File: config.mk
export PLATFORM = sky130hd
export DESIGN_NAME = multicycle_control_unit
export DESIGN_NICKNAME = d
export VERILOG_FILES = /design/src/rtl/mips_pkg.sv /design/src/rtl/mc_output_decode.sv /design/src/rtl/multicycle_control_unit.sv
export SDC_FILE = /design/constraint.sdc
export NUM_CORES = 1
export LEC_CHECK = 0
export BUFFER_PORTS_ARGS = -buffer_cell sky130_fd_sc_hd__buf_2
export CAP_MARGIN = 20
export CORE_UTILIZATION = 40
export CTS_CLUSTER_DIAMETER = 100
export DETAILED_ROUTE_END_ITERATION = 10
export PLACE_DENSITY = 0.74
export SLEW_MARGIN = 30
export SYNTH_ARGS = -nofsm -noshare
export SYNTH_HDL_FRONTEND = slang
export SYNTH_SLANG_ARGS = --single-unit
File: constraint.sdc
create_clock -name clk -period 2.26 [get_ports clk]
set_input_delay 0 -clock clk [delete_from_list [all_inputs] [get_ports clk]]
set_output_delay 0 -clock clk [all_outputs]
set_load 0.03 [all_outputs]
File: src/rtl/mips_pkg.sv
// Shared definitions for the multicycle MIPS control unit: opcodes, FSM
// state encoding, datapath select encodings and the control vector.
package mips_pkg;

  localparam logic [5:0] OP_RTYPE = 6'b000000;
  localparam logic [5:0] OP_LW    = 6'b100011;
  localparam logic [5:0] OP_SW    = 6'b101011;
  localparam logic [5:0] OP_BEQ   = 6'b000100;
  localparam logic [5:0] OP_ADDI  = 6'b001000;
  localparam logic [5:0] OP_J     = 6'b000010;

  typedef enum logic [3:0] {
    S_FETCH   = 4'd0,
    S_DECODE  = 4'd1,
    S_MEMADR  = 4'd2,
    S_MEMRD   = 4'd3,
    S_MEMWB   = 4'd4,
    S_MEMWR   = 4'd5,
    S_EXECUTE = 4'd6,
    S_ALUWB   = 4'd7,
    S_BRANCH  = 4'd8,
    S_ADDIEX  = 4'd9,
    S_ADDIWB  = 4'd10,
    S_JUMP    = 4'd11
  } state_t;

  typedef enum logic [1:0] {
    ALU_ADD   = 2'b00,
    ALU_SUB   = 2'b01,
    ALU_FUNCT = 2'b10
  } aluop_t;

  typedef enum logic [1:0] {
    SRCB_REG     = 2'b00,
    SRCB_FOUR    = 2'b01,
    SRCB_IMM     = 2'b10,
    SRCB_IMM_SH2 = 2'b11
  } srcb_t;

  typedef enum logic [1:0] {
    PC_ALU    = 2'b00,
    PC_ALUOUT = 2'b01,
    PC_JUMP   = 2'b10
  } pcsrc_t;

  // Full set of datapath controls produced by the output decoder.
  typedef struct packed {
    logic   pc_write;
    logic   branch;
    logic   iord;
    logic   mem_write;
    logic   ir_write;
    logic   reg_dst;
    logic   memto_reg;
    logic   reg_write;
    logic   alu_src_a;
    srcb_t  alu_src_b;
    pcsrc_t pc_src;
    aluop_t alu_op;
    logic   instr_done;
  } ctrl_t;

endpackage

File: src/rtl/mc_output_decode.sv
// Moore output decoder: maps the current state (plus the effective memory
// ready, which only gates FETCH writes and the SW completion) to controls.
module mc_output_decode
  import mips_pkg::*;
(
  input  state_t state,
  input  logic   mem_ready,
  output ctrl_t  ctrl
);

  // Per-state control vector; anything not named for a state stays 0.
  always_comb begin
    ctrl = '0;
    case (state)
      S_FETCH: begin
        ctrl.alu_src_b = SRCB_FOUR;
        ctrl.ir_write  = mem_ready;
        ctrl.pc_write  = mem_ready;
      end
      S_DECODE: ctrl.alu_src_b = SRCB_IMM_SH2;
      S_MEMADR: begin
        ctrl.alu_src_a = 1'b1;
        ctrl.alu_src_b = SRCB_IMM;
      end
      S_MEMRD: ctrl.iord = 1'b1;
      S_MEMWB: begin
        ctrl.memto_reg  = 1'b1;
        ctrl.reg_write  = 1'b1;
        ctrl.instr_done = 1'b1;
      end
      S_MEMWR: begin
        ctrl.iord       = 1'b1;
        ctrl.mem_write  = 1'b1;
        ctrl.instr_done = mem_ready;
      end
      S_EXECUTE: begin
        ctrl.alu_src_a = 1'b1;
        ctrl.alu_src_b = SRCB_REG;
        ctrl.alu_op    = ALU_FUNCT;
      end
      S_ALUWB: begin
        ctrl.reg_dst    = 1'b1;
        ctrl.reg_write  = 1'b1;
        ctrl.instr_done = 1'b1;
      end
      S_BRANCH: begin
        ctrl.alu_src_a  = 1'b1;
        ctrl.alu_op     = ALU_SUB;
        ctrl.pc_src     = PC_ALUOUT;
        ctrl.branch     = 1'b1;
        ctrl.instr_done = 1'b1;
      end
      S_ADDIEX: begin
        ctrl.alu_src_a = 1'b1;
        ctrl.alu_src_b = SRCB_IMM;
      end
      S_ADDIWB: begin
        ctrl.reg_write  = 1'b1;
        ctrl.instr_done = 1'b1;
      end
      S_JUMP: begin
        ctrl.pc_src     = PC_JUMP;
        ctrl.pc_write   = 1'b1;
        ctrl.instr_done = 1'b1;
      end
      default: ctrl = '0;
    endcase
  end

endmodule

File: src/rtl/multicycle_control_unit.sv
// Multicycle MIPS control FSM with retired-instruction counter.
// Memory handshake: mem_ready high in a memory state (FETCH, MEMRD, MEMWR)
// means the access completes this cycle and the FSM advances on the next
// rising edge; while it is low the FSM holds with its controls unchanged.
module multicycle_control_unit
  import mips_pkg::*;
#(
  parameter bit EN_ADDI  = 1'b1,
  parameter bit EN_JUMP  = 1'b1,
  parameter bit MEM_WAIT = 1'b1,
  parameter int CNT_W    = 16
) (
  input  logic             clk,
  input  logic             rst_n,
  input  logic [5:0]       Op,
  input  logic             mem_ready,
  output logic             PCWrite,
  output logic             Branch,
  output logic             IorD,
  output logic             MemWrite,
  output logic             IRWrite,
  output logic             RegDst,
  output logic             MemtoReg,
  output logic             RegWrite,
  output logic             ALUSrcA,
  output logic [1:0]       ALUSrcB,
  output logic [1:0]       PCSrc,
  output logic [1:0]       ALUOp,
  output logic             illegal_op,
  output logic             instr_done,
  output logic [CNT_W-1:0] retired,
  output logic [3:0]       state
);

  state_t           state_q, state_d;
  ctrl_t            ctrl;
  logic             mem_rdy;
  logic             illegal;
  logic [CNT_W-1:0] retired_q;

  // Without memory wait states every access completes in one cycle.
  assign mem_rdy = MEM_WAIT ? mem_ready : 1'b1;

  // State register; reset lands in FETCH immediately.
  always_ff @(posedge clk or negedge rst_n) begin
    if (!rst_n) state_q <= S_FETCH;
    else        state_q <= state_d;
  end

  // Next-state logic and the opcode-dependent illegal flag in DECODE.
  always_comb begin
    state_d = state_q;
    illegal = 1'b0;
    case (state_q)
      S_FETCH:   if (mem_rdy) state_d = S_DECODE;
      S_DECODE: begin
        state_d = S_FETCH;
        if (Op == OP_LW || Op == OP_SW)    state_d = S_MEMADR;
        else if (Op == OP_RTYPE)           state_d = S_EXECUTE;
        else if (Op == OP_BEQ)             state_d = S_BRANCH;
        else if (EN_ADDI && Op == OP_ADDI) state_d = S_ADDIEX;
        else if (EN_JUMP && Op == OP_J)    state_d = S_JUMP;
        else                               illegal = 1'b1;
      end
      S_MEMADR:  state_d = (Op == OP_SW) ? S_MEMWR : S_MEMRD;
      S_MEMRD:   if (mem_rdy) state_d = S_MEMWB;
      S_MEMWB:   state_d = S_FETCH;
      S_MEMWR:   if (mem_rdy) state_d = S_FETCH;
      S_EXECUTE: state_d = S_ALUWB;
      S_ALUWB:   state_d = S_FETCH;
      S_BRANCH:  state_d = S_FETCH;
      S_ADDIEX:  state_d = S_ADDIWB;
      S_ADDIWB:  state_d = S_FETCH;
      S_JUMP:    state_d = S_FETCH;
      default:   state_d = S_FETCH;
    endcase
  end

  mc_output_decode u_decode (
    .state     (state_q),
    .mem_ready (mem_rdy),
    .ctrl      (ctrl)
  );

  // Retired counter: one step per completed instruction, wrapping naturally.
  always_ff @(posedge clk or negedge rst_n) begin
    if (!rst_n)               retired_q <= '0;
    else if (ctrl.instr_done) retired_q <= retired_q + {{(CNT_W-1){1'b0}}, 1'b1};
  end

  assign PCWrite    = ctrl.pc_write;
  assign Branch     = ctrl.branch;
  assign IorD       = ctrl.iord;
  assign MemWrite   = ctrl.mem_write;
  assign IRWrite    = ctrl.ir_write;
  assign RegDst     = ctrl.reg_dst;
  assign MemtoReg   = ctrl.memto_reg;
  assign RegWrite   = ctrl.reg_write;
  assign ALUSrcA    = ctrl.alu_src_a;
  assign ALUSrcB    = ctrl.alu_src_b;
  assign PCSrc      = ctrl.pc_src;
  assign ALUOp      = ctrl.alu_op;
  assign instr_done = ctrl.instr_done;
  assign illegal_op = illegal;
  assign retired    = retired_q;
  assign state      = state_q;

endmodule
**After elaboration in Yosys (flattened, before gate mapping)**

Cells that the tools add are included.

- $add $sub $neg: 1
- Equality and inequality tests: 19
- Muxes and demuxes: 29
- Reductions and logical operators: 9

Operators with widths:

| operator | number |
|---|---|
| 4-bit 2-to-1 mux | 8 |
| 4-bit one-hot mux with 7 select lines | 1 |
| 16-bit by 1-bit adder with 16-bit output (second input constant) | 1 |
| 4-bit by 3-bit equality test with 1-bit output (second input constant) | 4 |
| 4-bit equality test (second input constant) | 4 |
| 1-bit 2-to-1 mux | 14 |
| 6-bit equality test (second input constant) | 2 |
| 4-bit by 2-bit equality test with 1-bit output (second input constant) | 2 |
| 2-bit one-hot mux with 2 select lines | 2 |
| 6-bit by 2-bit equality test with 1-bit output (second input constant) | 1 |
| 6-bit by 3-bit equality test with 1-bit output (second input constant) | 1 |
| 6-bit by 4-bit equality test with 1-bit output (second input constant) | 1 |
| 6-bit zero test | 1 |
| 2-bit inequality test (second input constant) | 3 |
| 2-bit one-hot mux with 3 select lines | 1 |
| 5-bit OR reduction | 1 |
| 4-bit by 1-bit equality test with 1-bit output (second input constant) | 1 |
| 4-bit zero test | 1 |
| 1-bit one-hot mux with 2 select lines | 2 |
| 2-bit OR reduction | 2 |
| 4-bit OR reduction | 1 |
| 3-bit 2-to-1 mux | 1 |
| 3-bit AND reduction | 1 |
| 3-bit OR reduction | 1 |
| 1-bit logical OR | 1 |

- Flip-flop bits (word level): 20
- Input port bits: 9
- Output and inout bits: 37
- Word-level logic and storage cells: 60

**Logic depth before layout (Yosys ltp)**

- Depth in word-level cells: 7
- Mapped depth: 6
- Mapped depth without buffers: 5

**Modules after synthesis**

From an unflattened synthesis, not the netlist that was laid out.

- Cells, all modules: 133
- Area, all modules: 1253.7 um2

By module, submodules not included:

| module | times used | cells an instance | area each (um2) | sequential area each (um2) |
|---|---|---|---|---|
| multicycle_control_unit | 1 | 100 | 1049.8 | 500.5 |
| mc_output_decode | 1 | 33 | 203.9 | 0.0 |

**Worst setup path after synthesis**

OpenSTA, ideal clock, no wires.

- Path kind: register to register
- From: register state_q[1], in the netlist state[1]
- To: register retired_q[1], in the netlist retired[1]
- Library setup time: 0.125 ns
- Arrival time: 2.000 ns
- Data required time: 2.135 ns
- Path slack: 0.135 ns
- Cell stages (with the launch flop): 7
- Path buffers: 2
- Period minus slack after synthesis: 2.125 ns
- Path through: dfrtp_1 buf_6 nor2b_4 o21a_1 buf_6 nor2_1 mux2_2

- Word-level cells in the longest chain between the ends: 3
- Elaborated cells between the ends (all ways): 8
- Those cells by class: eq/ne: 6; mux: 1; reduce/logical: 1

Ends and longest elaborated chain:

| what | RTL line | source |
|---|---|---|
| from (decl) | multicycle_control_unit.sv:35 | `state_t state_q, state_d;` |
| from (signal assigned) | multicycle_control_unit.sv:47 | `else state_q <= state_d;` |
| 4-bit by 3-bit equality test with 1-bit output / 4-bit equality test (equally long branches) | mc_output_decode.sv:14 | `case (state)` |
| 5-bit OR reduction (no line) | - |  |
| 1-bit one-hot mux with 2 select lines * | mc_output_decode.sv:14 |  |
| via instr_done | multicycle_control_unit.sv:30 | `output logic instr_done,` |
| to (signal assigned) | multicycle_control_unit.sv:88 | `else if (ctrl.instr_done) retired_q <= retired_q + {{(CNT_W-1){1'b0}}, 1'b1};` |
| to (decl) | multicycle_control_unit.sv:39 | `logic [CNT_W-1:0] retired_q;` |

The timed path passes the listed nets; every way through them passes the cells marked *.
A chain may end at the register's enable or synchronous reset.

**Worst setup path in the final report**

- From: register state_q[0], in the netlist state[0]
- To: output illegal_op

- Word-level cells in the longest chain between the ends: 2

Ends and longest elaborated chain:

| what | RTL line | source |
|---|---|---|
| 4-bit by 1-bit equality test with 1-bit output | multicycle_control_unit.sv:54 | `case (state_q)` |
| 1-bit 2-to-1 mux | multicycle_control_unit.sv:54 |  |
| to (decl) | multicycle_control_unit.sv:29 | `output logic illegal_op,` |

Every way passes these cells.

==> out/metrics.yaml <==
critical_path:
  crit_type: "reg2out"
  r2r_slack_ps: 340
  cp.arrival_ps: 1960
  end_kind: "primary output"
  critical_path_depth: 6
  crit_chain: "nand2b_1, buf_4, nor3_1, nand2_1, nor2_1, buf_2"
  slowest_stage: "dfrtp_1"
  cp-endpoint: "illegal_op"
  cpLargestDelayFamily: "flip-flops"
  critPathMaxStageDelay_ps: 650
  r2r_end: "retired[14]"
  cp-startpoint: "state[0]"
  critPathBufInv: 2
  r2r_start: "state[3]"
  crit_fanout: 14
  timing.critical_path.from_type: "flip-flop"
  reg2reg_depth: 4
  critical_path_required_ps: 2260
drt:
  drc: 0
  viasPerCell: 5.19
  initialDrtViolationCount: 29
  wl_per_cell_um: 12.5
  first_pass_iters: 6
  antenna_left: 0
  route.vias.total: 1229
  wl_mm: 2.97
global_routing:
  grt_max_degree: 21
  grt_pass1_wl_mm: 4.86
  grt.total_usage_pct: 17.8
  grt-ovfl-total: 0
  grt_pass1_vias: 1142
  antenna_found_initial: 0
sta:
  hold_viol: 0
  fmax_mhz: 511
  relSlewSlack_pct: 65.8
  final.setup.tns_ps: 0
  skew_ps: 3.11
  worst_pin_slew_ps: 510
  setup_violations: 0
  drv_slew: 0
  period_needed_ps: 1960
  rsz0062_at_grt: "false"
  setup_ws_ps: 304
  final.period_utilization_pct: 86.5
clock_network:
  clkSinkCount: 20
  cts_tree: "built"
  cts.path.max_buffers: 2
  root_buffer: "clkbuf_4"
  cts.repair.resized: 0
  cts-buffers-inserted: 3
  clkLatencyLatePin_ps: 290
  path_clk_slew_ps: 110
  htreeDepth: 1
logic_synthesis:
  synthCells: 148
  synth_nets: 158
  netlist_area_mm2: 0.00131
  synth_most_common_cell: "dfrtp_1"
  synth_area_per_cell_um2: 8.86
  synth_top_area_share_pct: 38.2
  yosysTopAreaCell: "dfrtp_1"
  ys_seq_elements: 20
  ys_seq_area_share_pct: 38.2
  synth_ff_type: "dfrtp_1"
  synth.top_cells.by_count: "20 x dfrtp_1, 13 x nor3_1, 10 x nand2_1, 10 x nor2_1, 10 x xor2_1"
  async_flop_share_pct: 100
  yosys_warnings: 0
  ys_top_cells_by_area: "dfrtp_1 38%, xor2_1 6.7%, xnor2_1 5.3%, nor3_1 5.0%, nand2_1 2.9%"
  synth_cell_type_count: 40
  synth_enable_flop_cells: 0
floorplanning:
  die_height_um: 59.3
  start_util_pct: 42.6
  dieWidth_um: 59.3
  die_area_mm2: 0.00351
  fp-row-count: 20
  core-area_mm2: 0.00308
  pin_count: 46
placement:
  preCtsSetupSlack_ps: 364
  port_buffers: 45
  dp_hpwl_mm: 2.20
  gp_congestion: 0.811
cells_and_area:
  drive_above_1_share_pct: 30.1
  seq_area_um2: 500
  fillers: 301
  syn_to_final_growth_pct: 22.3
  fin_nets: 205
  multi_input_area_um2: 742
  antennaDiodeCount: 0
pwr:
  ir_worst_vdd_mv: 0.799
  power_density_mw_per_mm2: 1140
  power.leakage_nw: 0.822
flow_run:
  cap_violations: 0
min_path:
  hold_class: "in2reg"
outcome:
  status: "finished, final reports clean"
[how the worst min path moves through the flow]
stage / from / end / slack (ps) / depth (start not counted)
after floorplan: rst_n / retired[0] / -300 / 0
after global placement: rst_n / retired[14] / -30 / 1
after detailed placement: rst_n / retired[14] / -20 / 1
after CTS: Op[4] / state[0] / 40 / 4
after global routing: Op[4] / state[0] / 60 / 4
final: Op[4] / state[0] / 50 / 4
[area by class of cell]
class                   instances  share of cell area (%)
flip-flops and latches         20                    31.2
clock buffers                   3                    1.40
multi-input cells             115                    46.3
inverters                       5                    1.17
well taps                      44                    3.43
repair buffers                 50                    16.5
[power breakdown]
part	switching, mW	internal (mW)
logic	0.737	0.370
clock network	0.105	0.0620
registers	0.121	0.432
[flip-flops by register name, summed over array words and instances, names as in the netlist]
signal	flops
retired	16
state	4
[cell families (layout without fill, tap and decap cells)]
family,count (synthesis),in the layout,synth area share (%)
and+or+nand+nor,70,70,30.0
DFF,20,20,38.2
xor gates and xnor gates,18,18,12.0
buffers and inverters,13,58,5.25
adders and majority gates,1,1,0.954
muxes,4,4,3.24
AOI/OAI and AO/OA,22,22,10.4
[per-stage QoR]
stage	total power, mW	util, %	cell area [um^2]	hold slack [ps]	std cells
after floorplan	1.38	-	1310	-296	148
after global placement	1.66	51.1	1570	-30.7	233
after detailed placement	1.66	51.1	1570	-22.8	233
after CTS	1.83	52.1	1600	42.0	237
after global routing	1.95	52.1	1600	57.6	237
final	1.83	52.1	1600	45.1	237
[worst register-to-register path: cells and delay by family (launching register included)]
family           cells  cell delay (ps)
AO/OA/AOI/OAI        1              310
XOR/XNOR             1              140
flip-flops           1              540
AND/OR/NAND/NOR      2              820
[repair_timing]
| action | 4_1_cts | 5_1_grt |
|---|---|---|
| endpoints found under the hold margin | 20 | 0 |
| setup buffers | 0 | 0 |
| hold buffers | 1 | 0 |
[routing by layer]
metal,wire length [um],track usage [%],part of all wire [%],vias up
li1,-,-,-,615
met1,1450,23.6,49,564
met2,1320,29.4,44,48
met3,196,3.71,6.6,2
met4,6,4.76,0.20,0
met5,0,0,0,-
[cell usage in the layout (no fill, tap or decap), types with 5 or more instances in the layout]
| master | count |
|---|---|
| nor4_1 | 6 |
| inv_1 | 5 |
| nand2_1 | 10 |
| nor3_1 | 13 |
| xor2_1 | 10 |
| o21ai_0 | 5 |
| a21oi_1 | 6 |
| xnor2_1 | 8 |
| dfrtp_1 | 20 |
| buf_2 | 45 |
| nand2b_1 | 5 |
| nor2_1 | 10 |
Power figures use the tool's default switching activity.
